==> src/rtl/s_term_pkg.sv <==
// rtl/s_term_pkg.sv - shared FSM states and per-channel config field layout for the S terminal
package s_term_pkg;

   typedef enum logic [1:0] {
      ST_UNCONF  = 2'd0,
      ST_CAPTURE = 2'd1,
      ST_ACTIVE  = 2'd2
   } state_e;

   localparam int CFG_FIELD_W = 3;
   localparam int DLY_OFS     = 0;
   localparam int DLY_W       = 2;
   localparam int INV_OFS     = 2;

endpackage

==> src/rtl/s_term_delay_ch.sv <==
// rtl/s_term_delay_ch.sv - one loopback channel: 0..3 stage delay, optional invert, sync clear
module s_term_delay_ch
   import s_term_pkg::*;
(
   input  logic                   clk,
   input  logic                   rst,
   input  logic                   clr,
   input  logic                   en,
   input  logic [CFG_FIELD_W-1:0] cfg,
   input  logic                   din,
   output logic                   dout
);

   logic [2:0]       sr_q;
   logic [2:0]       sr_d;
   logic [DLY_W-1:0] dly;
   logic             tap;

   assign dly = cfg[DLY_OFS +: DLY_W];

   always_comb begin
      sr_d = sr_q;
      if (clr) begin
         sr_d = '0;
      end else if (en) begin
         sr_d = {sr_q[1:0], din};
      end
   end

   always_ff @(posedge clk) begin
      if (rst) begin
         sr_q <= '0;
      end else begin
         sr_q <= sr_d;
      end
   end

   // Output is forced low whenever the tile is not passing data.
   always_comb begin
      tap = 1'b0;
      case (dly)
         2'd0:    tap = din;
         2'd1:    tap = sr_q[0];
         2'd2:    tap = sr_q[1];
         default: tap = sr_q[2];
      endcase
      dout = en & (tap ^ cfg[INV_OFS]);
   end

endmodule

==> src/rtl/s_term_pipe.sv <==
// rtl/s_term_pipe.sv - south terminal tile with configurable S-to-N loopback channels
// S_TERM_PIPE_STROBE_RETIME_EN: register FrameStrobe_O by one UserCLK cycle.
module s_term_pipe
   import s_term_pkg::*;
#(
   parameter int MaxFramesPerCol = 20,
   parameter int FrameBitsPerRow = 32,
   parameter int NUM_CH          = 8,
   parameter int CFG_FRAME       = 0
) (
   input  logic                       UserCLK,
   input  logic                       UserRST,
   input  logic [FrameBitsPerRow-1:0] FrameData,
   input  logic [MaxFramesPerCol-1:0] FrameStrobe,
   output logic [MaxFramesPerCol-1:0] FrameStrobe_O,
   output logic                       UserCLKo,
   input  logic [NUM_CH-1:0]          S_END,
   output logic [NUM_CH-1:0]          N_BEG,
   output logic                       Co,
   output logic                       cfg_active
);

   localparam int CFG_W = CFG_FIELD_W * NUM_CH;

   state_e           state_q;
   logic             active_q;
   logic [CFG_W-1:0] cfg_q;
   logic             strobe_hist_q;
   logic             strobe_hist_d;
   logic             strobe_rise;
   logic             capture_clr;
   logic             unused_frame_bits;

   assign unused_frame_bits = ^FrameData;

   always_comb begin
      strobe_hist_d = FrameStrobe[CFG_FRAME];
      strobe_rise   = FrameStrobe[CFG_FRAME] & ~strobe_hist_q;
      capture_clr   = (state_q == ST_CAPTURE);
   end

   always_ff @(posedge UserCLK) begin
      if (UserRST) begin
         strobe_hist_q <= 1'b0;
      end else begin
         strobe_hist_q <= strobe_hist_d;
      end
   end

   // Reset is checked first so it wins over a strobe edge in the same cycle.
   always_ff @(posedge UserCLK) begin
      if (UserRST) begin
         state_q  <= ST_UNCONF;
         active_q <= 1'b0;
         cfg_q    <= '0;
      end else begin
         case (state_q)
            ST_UNCONF: begin
               if (strobe_rise) begin
                  state_q <= ST_CAPTURE;
                  cfg_q   <= FrameData[CFG_W-1:0];
               end
            end
            ST_CAPTURE: begin
               state_q  <= ST_ACTIVE;
               active_q <= 1'b1;
            end
            ST_ACTIVE: begin
               if (strobe_rise) begin
                  state_q  <= ST_CAPTURE;
                  active_q <= 1'b0;
                  cfg_q    <= FrameData[CFG_W-1:0];
               end
            end
            default: begin
               state_q  <= ST_UNCONF;
               active_q <= 1'b0;
            end
         endcase
      end
   end

   for (genvar i = 0; i < NUM_CH; i++) begin : g_ch
      s_term_delay_ch u_ch (
         .clk  (UserCLK),
         .rst  (UserRST),
         .clr  (capture_clr),
         .en   (active_q),
         .cfg  (cfg_q[i*CFG_FIELD_W +: CFG_FIELD_W]),
         .din  (S_END[i]),
         .dout (N_BEG[i])
      );
   end

`ifdef S_TERM_PIPE_STROBE_RETIME_EN
   logic [MaxFramesPerCol-1:0] strobe_o_q;
   logic [MaxFramesPerCol-1:0] strobe_o_d;

   always_comb begin
      strobe_o_d = FrameStrobe;
   end

   always_ff @(posedge UserCLK) begin
      if (UserRST) begin
         strobe_o_q <= '0;
      end else begin
         strobe_o_q <= strobe_o_d;
      end
   end

   assign FrameStrobe_O = strobe_o_q;
`else
   for (genvar j = 0; j < MaxFramesPerCol; j++) begin : g_strobe_buf
      assign FrameStrobe_O[j] = FrameStrobe[j];
   end
`endif

   assign UserCLKo   = UserCLK;
   assign Co         = 1'b0;
   assign cfg_active = active_q;

endmodule
==> config.mk <==
export PLATFORM = sky130hd
export DESIGN_NAME = s_term_pipe
export DESIGN_NICKNAME = d
export VERILOG_FILES = /design/src/rtl/s_term_pkg.sv /design/src/rtl/s_term_delay_ch.sv /design/src/rtl/s_term_pipe.sv
export SDC_FILE = /design/constraint.sdc
export NUM_CORES = 1
export LEC_CHECK = 0
export CORE_MARGIN = 5
export CORE_UTILIZATION = 47
export DETAILED_ROUTE_END_ITERATION = 12
export GPL_ROUTABILITY_DRIVEN = 0
export MAX_ROUTING_LAYER = met4
export PLACE_DENSITY = 0.94
export SYNTH_ARGS = -nofsm -noshare
export SYNTH_HDL_FRONTEND = slang
export SYNTH_SLANG_ARGS = --single-unit
==> constraint.sdc <==
create_clock -name UserCLK -period 3.88 [get_ports UserCLK]
set_input_delay 0.776 -clock UserCLK [delete_from_list [all_inputs] [get_ports UserCLK]]
set_output_delay 0.776 -clock UserCLK [all_outputs]
set_load 0.01 [all_outputs]
; Word level (Yosys, flattened, before mapping)
; Cells that the tools add are included.
[totals]
reg_bits = 52
latchBits = 0
ramBits = 0
rom_bits = 0
in_bits = 62
out_inout_bits = 31
wordCells = 76
memories = 0
[op_classes]
addsub = 0
mul = 0
n_div = 0
magnitude_cmp = 0
eq_ne = 20
n_shift = 0
mux = 12
bitwise = 19
n_reduce_logical = 13
[op_table]
columns = op, count
row1 = $pmux 1 s3, 9
row2 = $eq 2x1->1 const B, 9
row3 = $eq 2x2->1 const B, 9
row4 = $logic_not 2->1, 9
row5 = $and 1x1->1, 9
row6 = $xor 1x1->1, 8
row7 = $pmux 2 s2, 1
row8 = $reduce_and 2->1, 2
row9 = $reduce_or 2->1, 2
row10 = $mux 2, 1
row11 = $ne 2x1->1 const B, 1
row12 = $ne 2x2->1 const B, 1
row13 = $not 1->1, 2
row14 = $mux 1, 1

; Longest topological paths before layout
; Gate-level depths: netlist of run 1.
[depth]
ltp_word = 4
mapped_depth = 5
ltp_nobuf = 3

; Cells and area by module
; From an unflattened synthesis of run 1, not the netlist that was laid out.
[hier_totals]
hier_cells = 238
area_unflattened_um2 = 2297.2
[modules_own_cells]
columns = mod, instances, cells_per_inst, area_each_um2, seq_area_each_um2
row1 = s_term_pipe, 1, 142, 1156.1, 560.5
row2 = s_term_delay_ch, 8, 12, 142.6, 60.1

==> flow_summary.rst, run 1 <==
.. list-table::
   :header-rows: 1

   * - Metric
     - Value
   * - Outcome
     - complete, no violations
   * - Aggregate global-route resource usage
     - ~14%
   * - Post-synthesis instance area
     - approximately 2400 µm²
   * - I/O Pins
     - 93
   * - Sw power
     - ~260 µW
   * - Resized Gates After CTS
     - 0
   * - Die area
     - between 6000 and 7000 µm²
   * - Number of antenna violations at the first check in global routing
     - 0
   * - Most common library cell in the layout ignoring fill and taps
     - sky130_fd_sc_hd__dfxtp_1
   * - Layout cell share with drive strength beyond 1
     - 8.24%
   * - Category of the critical setup timing path
     - clk -> out
   * - Layout Area Growth over Synthesis
     - 16.0%
   * - Worst hold-check path type
     - reg -> reg
   * - Distinct cell type count of the synthesized netlist
     - 20
   * - Synthesized area divided by synthesized cell count
     - just over 9 µm²
   * - Wirelength, routed
     - 4130 µm
   * - Leakage power of the design
     - around 0.001 µW
   * - Detailed-route wire length per cell
     - 12.4 µm
   * - Warning count from the yosys run
     - 0
   * - Complex-gate fraction of the synthesized area
     - under 10%
   * - Portion of total power attributed to sequential cells
     - 51.4%
   * - Initial Util
     - 49.4%
   * - Global-route wire length before repair
     - ~6700 µm
   * - Clock tree from TritonCTS
     - built
   * - Number of antenna-violating nets in the routed design
     - 0
   * - DRC errors left
     - 0
   * - Part of the total power dissipated in combinational logic
     - a little under an eighth
   * - Unrepaired setup endpoints after global routing
     - false
   * - Gate count after technology mapping
     - between 200 and 300
   * - Sum of overflow across all layers after global routing
     - 0
   * - Power Dens Cells
     - a little over 400 nW/µm²
   * - Capturing element type of the critical path
     - output pin
   * - Element type at the critical path start
     - clock port
   * - Final hold vios
     - 0
   * - Final Max Slew Viols
     - 0
   * - Iter 0 DRT Violations
     - 35
   * - DRT Pass-1 Iters
     - 4
   * - Post-synthesis mux area share
     - between 15 and 20%
   * - Register area share after synthesis
     - between 40% and 50%
   * - Internal
     - ~860 µW
   * - Max Cap Viol
     - 0
   * - Port Buffers
     - 45
   * - Via count of the routed design
     - around 1,600
   * - # setup viols final
     - 0
   * - Ratio of routed vias to standard cells
     - roughly 4.7
   * - Clock latency on the worst-skew pair
     - roughly 0.4 ns
   * - Tightest Pin Transition
     - around 0.86 ns
   * - Crit path arrival time
     - 2.63 ns
   * - Number of synthesized register bits
     - 52
   * - Total Negative Setup Slacks
     - 0 ns
   * - Post-CTS setup-driven buffer insertion count
     - 0
   * - VDD IR-drop max
     - about 0.00031 V
   * - Largest net degree at the start of global routing
     - 35
   * - DP HPWL
     - roughly 2800 µm
   * - Clock network power share
     - 36.9%
   * - Site Rows
     - 25
   * - Data required time of the critical path
     - 3.10 ns
   * - Dominant combinational cell family by area after synthesis
     - multiplexers
   * - Die outline width
     - between 80 and 90 µm
   * - Utilization after layout
     - between 50% and 60%
   * - Commonest cells after routing, fill and taps aside
     - sky130_fd_sc_hd__dfxtp_1 (51), sky130_fd_sc_hd__nand2_1 (48), sky130_fd_sc_hd__clkdlybuf4s50_1 (45)
   * - Switching share of power
     - between 20% and 30%
   * - Max-slew headroom at the worst pin
     - 42.4%
   * - Via count of the first global-routing pass
     - 1,560
   * - Peak fanout along the critical path
     - 2
   * - Xor/xnor share of the synthesized area
     - approximately 3%
   * - Setup skew after layout
     - between 0.007 and 0.008 ns
   * - Post-cts hold buffer count
     - 0
   * - Die outline height
     - between 80 and 90 µm
   * - Adder-cell area share of the yosys netlist
     - 0%
   * - # diodes
     - 0
   * - Total number of nets in the final design
     - about 330
   * - Simple-gate share of the synthesized area
     - approximately 16%
   * - Area of the core region
     - 4790 µm²
   * - Net count after synthesis
     - roughly 320
   * - Clk pin slew, worst setup/hold paths
     - ~0.090 ns
## state kept, by name, summed over array words and instances (netlist names)
signal / count
state_q: 2
cfg_q: 24
g_ch.u_ch.sr_q: 24
strobe_hist_q: 1
cfg_active: 1
## layout make-up
class	instances	area, µm²
fill	439	2040
sequential	52	1040
multi-input combinational	157	1010
timing repair buffer	46	455
clock buffer	11	138
tap	67	83.8
clock inverter	1	7.51
## power groups by stage
stage	combinational, µW	clock, µW	sequential, µW
finish	131	414	578
global route	146	458	582
CTS	134	431	578
detailed placement	133	26.2	591
global placement	130	26.2	590
floorplan	115	21.2	578
## layer usage
layer | vias up | wire, µm | global-route usage, %
met1 | 703 | 1800 | 15.0
met2 | 41 | 1980 | 22.0
li1 | 826 | - | -
met4 | 0 | 65 | 7.77
met3 | 5 | 283 | 4.77
met5 | - | 0 | -
## cells in the mapped netlist
| master | count | area, µm² |
|---|---|---|
| sky130_fd_sc_hd__nand2_1 | 48 | 180 |
| sky130_fd_sc_hd__buf_1 | 1 | 3.75 |
| sky130_fd_sc_hd__and2_1 | 8 | 50.1 |
| sky130_fd_sc_hd__nor2_1 | 26 | 97.6 |
| sky130_fd_sc_hd__clkbuf_1 | 4 | 15.0 |
| sky130_fd_sc_hd__mux2i_1 | 24 | 240 |
| sky130_fd_sc_hd__conb_1 | 1 | 3.75 |
| sky130_fd_sc_hd__nor3b_2 | 1 | 12.5 |
| sky130_fd_sc_hd__a211oi_1 | 1 | 7.51 |
| sky130_fd_sc_hd__dfxtp_1 | 52 | 1040 |
| sky130_fd_sc_hd__nor2b_1 | 1 | 6.26 |
| sky130_fd_sc_hd__a21oi_1 | 25 | 125 |
| sky130_fd_sc_hd__mux4_2 | 8 | 180 |
| sky130_fd_sc_hd__xor2_1 | 8 | 70.1 |
| sky130_fd_sc_hd__buf_6 | 2 | 22.5 |
| sky130_fd_sc_hd__buf_2 | 8 | 40.0 |
| sky130_fd_sc_hd__buf_4 | 30 | 225 |
| sky130_fd_sc_hd__nand2b_1 | 4 | 25.0 |
| sky130_fd_sc_hd__or3b_1 | 1 | 8.76 |
| sky130_fd_sc_hd__nand3b_1 | 1 | 7.51 |
## final timing paths
kind / depth (start not counted) / start / slack (ns) / endpoint
worst min-delay path: 1 / state_q[1]$_SDFFE_PP0P_ / 0.46 / cfg_active$_SDFFE_PP0P_
worst max register to register: 3 / state_q[0]$_SDFFE_PP0P_ / 2.36 / cfg_q[13]$_SDFFE_PP0P_
worst min register to register: 1 / state_q[1]$_SDFFE_PP0P_ / 0.46 / cfg_active$_SDFFE_PP0P_
worst max-delay path: 3 / UserCLK / 0.48 / UserCLKo
## worst max-delay path: stages
cell and delay, ns:
sky130_fd_sc_hd__clkbuf_8 0.11, sky130_fd_sc_hd__clkbuf_8 0.12, sky130_fd_sc_hd__clkdlybuf4s50_1 0.47
## stage by stage
step,setup WS (ns),hold WS (ns),instances,area [µm²],power [µW]
floorplan,1.04,0.427,254,2360,714
global placement,0.603,0.437,323,2610,746
detailed placement,0.583,0.450,323,2610,750
CTS,0.465,0.463,334,2740,1140
global route,0.449,0.482,334,2740,1190
finish,0.475,0.462,334,2740,1120
## logic make-up (layout without fill, tap and decap cells)
group / count (synthesis) / count (layout)
flip-flops: 52 / 52
AO/OA/AOI/OAI: 26 / 26
XOR/XNOR: 8 / 8
AND/OR/NAND/NOR: 90 / 90
other: 1 / 1
buffers and inverters: 45 / 58
multiplexers: 32 / 32
Note: power is estimated with default switching activity, not from simulation.
==> inputs of run 2 (changes only) <==
Settings changed: CORE_ASPECT_RATIO from default to 1.75, PLACE_DENSITY 0.94 to 0.86.
==> flow_summary.rst, run 2 (synthesized netlist as in run 1, its figures left out) <==
.. list-table::
   :header-rows: 1

   * - Metric
     - Value
   * - Outcome
     - complete, no violations
   * - DRC errors left
     - 0 (unchanged)
   * - Post-cts hold buffer count
     - 0 (unchanged)
   * - Via count of the routed design
     - 1,654 (+5.0%)
   * - Site Rows
     - 34 (+36%)
   * - Unrepaired setup endpoints after global routing
     - false
   * - Final Max Slew Viols
     - 0 (unchanged)
   * - Fillers
     - 448 (+2.1%)
   * - List of cells traversed by the critical path
     - clkbuf_8, clkbuf_8, clkdlybuf4s50_1
   * - Category of the critical setup timing path
     - clk -> out
   * - Number of antenna-violating nets in the routed design
     - 0 (unchanged)
   * - Cell mode on critical path
     - sky130_fd_sc_hd__clkbuf_8
   * - Clk pin slew, worst setup/hold paths
     - 0.09 ns (about the same)
   * - Aggregate global-route resource usage
     - 13.9% (+0.088 points)
   * - Layout Area Growth over Synthesis
     - 15.5%
   * - Final hold vios
     - 0 (unchanged)
   * - Clock network power share
     - 36.9% (about the same)
   * - Commonest cells after routing, fill and taps aside
     - sky130_fd_sc_hd__dfxtp_1 (51), sky130_fd_sc_hd__nand2_1 (48), sky130_fd_sc_hd__clkdlybuf4s50_1 (45)
   * - Post-CTS setup-driven buffer insertion count
     - 0 (unchanged)
   * - Area occupied by registers
     - 1040 µm² (unchanged)
   * - Die outline width
     - 63.6 µm (-21%)
   * - Die area
     - 6600 µm² (+0.85%)
   * - Wirelength, routed
     - 4310 µm (+4.4%)
   * - Clock latency on the worst-skew pair
     - 0.40 ns (about the same)
   * - I/O Pins
     - 93 (unchanged)
   * - Total Negative Setup Slacks
     - 0 ns (unchanged)
   * - Total power of the final layout
     - 1130 µW (+0.36%)
   * - Data required time of the critical path
     - 3.10 ns (about the same)
   * - Capturing element type of the critical path
     - output pin
   * - Setup skew after layout
     - 0.00521 ns (-0.00262 ns)
   * - Element type at the critical path start
     - clock port
   * - Switching share of power
     - 23.5% (+0.34 points)
   * - Portion of total power attributed to sequential cells
     - 51.3% (about the same)
   * - VDD IR-drop max
     - 0.000258 V (-18%)
   * - Largest net degree at the start of global routing
     - 35 (unchanged)
   * - Final worst-path setup slack
     - 0.478 ns (+0.00277 ns)
   * - # diodes
     - 0 (unchanged)
   * - Peak fanout along the critical path
     - 2 (unchanged)
   * - Area of combinational cells with multiple inputs
     - 1020 µm² (+0.62%)
   * - Pre-CTS worst setup slack
     - 0.591 ns (+0.00820 ns)
   * - Crit path arrival time
     - 2.63 ns (about the same)
   * - Total number of nets in the final design
     - 327 (-0.30%)
   * - Initial Util
     - 47.9% (-1.5 points)
   * - Internal
     - 862 µW (about the same)
   * - Max Cap Viol
     - 0 (unchanged)
   * - Max stage delay cell, worst path
     - sky130_fd_sc_hd__clkdlybuf4s50_1
   * - Worst hold-check path type
     - reg -> reg
   * - Tightest Pin Transition
     - 1.02 ns (+0.154 ns)
   * - Via count of the first global-routing pass
     - 1,669 (+7.0%)
   * - Area of the core region
     - 4930 µm² (+3.1%)
   * - Die outline height
     - 104 µm (+28%)
   * - DRT Pass-1 Iters
     - 4 (unchanged)
   * - Iter 0 DRT Violations
     - 32 (-8.6%)
   * - # setup viols final
     - 0 (unchanged)
   * - Power Dens Cells
     - 413 nW/µm² (+0.87%)
   * - Number of antenna violations at the first check in global routing
     - 0 (unchanged)
   * - Registers with the highest flip-flop counts
     - cfg_q (24), g_ch.u_ch.sr_q (24), state_q (2)
   * - Resized Gates After CTS
     - 0 (unchanged)
   * - Sum of overflow across all layers after global routing
     - 0 (unchanged)
   * - Detailed-route wire length per cell
     - 13.5 µm (+9.0%)
   * - Most common library cell in the layout ignoring fill and taps
     - sky130_fd_sc_hd__dfxtp_1
   * - Part of the total power dissipated in combinational logic
     - 11.8% (about the same)
   * - Sw power
     - 265 µW (+1.8%)
   * - Ratio of routed vias to standard cells
     - 5.17 (+9.6%)
   * - Global-route wire length before repair
     - 7250 µm (+8.4%)
   * - Max-slew headroom at the worst pin
     - 32.1% (-10 points)
   * - DP HPWL
     - 2970 µm (+4.3%)
   * - Clock tree from TritonCTS
     - built
   * - Worst stage delay on the critical path
     - 0.46 ns (about the same)
   * - Leakage power of the design
     - 0.000995 µW (-0.51%)
   * - Port Buffers
     - 45 (unchanged)
   * - Layout cell share with drive strength beyond 1
     - 8.27% (+0.031 points)
## run 2: stage by stage
step	cells	hold WS [ns]	area [µm²]	utilization, %
6_report	320	0.455	2730	55.3
5_1_grt	320	0.467	2730	55.3
4_1_cts	320	0.464	2730	55.3
3_5_place_dp	309	0.451	2590	52.5
3_3_place_gp	309	0.429	2590	52.5
2_1_floorplan	254	0.427	2360	-
## run 2: path summary, 6_finish.rpt
path	slack (ns)	end	start	cells past startpoint
min	0.45	cfg_active$_SDFFE_PP0P_	state_q[1]$_SDFFE_PP0P_	1
max	0.48	UserCLKo	UserCLK	3
min reg2reg	0.45	cfg_active$_SDFFE_PP0P_	state_q[1]$_SDFFE_PP0P_	1
max reg2reg	2.23	cfg_q[19]$_SDFFE_PP0P_	state_q[0]$_SDFFE_PP0P_	3
## run 2: final cells by class
cell class,instances,area share (%)
clock inverters,2,0.550
multi-input cells,157,37.4
flip-flops and latches,52,38.2
clock buffers,10,4.91
repair buffers,45,16.4
well taps,54,2.48
## run 2: power groups by stage
stage               combinational, µW  sequential, µW  clock [µW]
floorplan                         115             578        21.2
finish                            133             579         416
global placement                  132             590        26.2
global route                      147             582         455
CTS                               135             579         432
detailed placement                135             591        26.2
## run 2: worst max-delay path: cells and delay by family
kind,cells,cell delay [ns]
buffers and inverters,3,0.68
## run 2: layer usage
metal	wire (µm)	up-vias	global-route usage, %
li1	-	819	-
met1	1660	788	14.3
met2	2330	35	23.3
met3	224	12	4.66
met4	91	0	6.39
met5	0	-	-
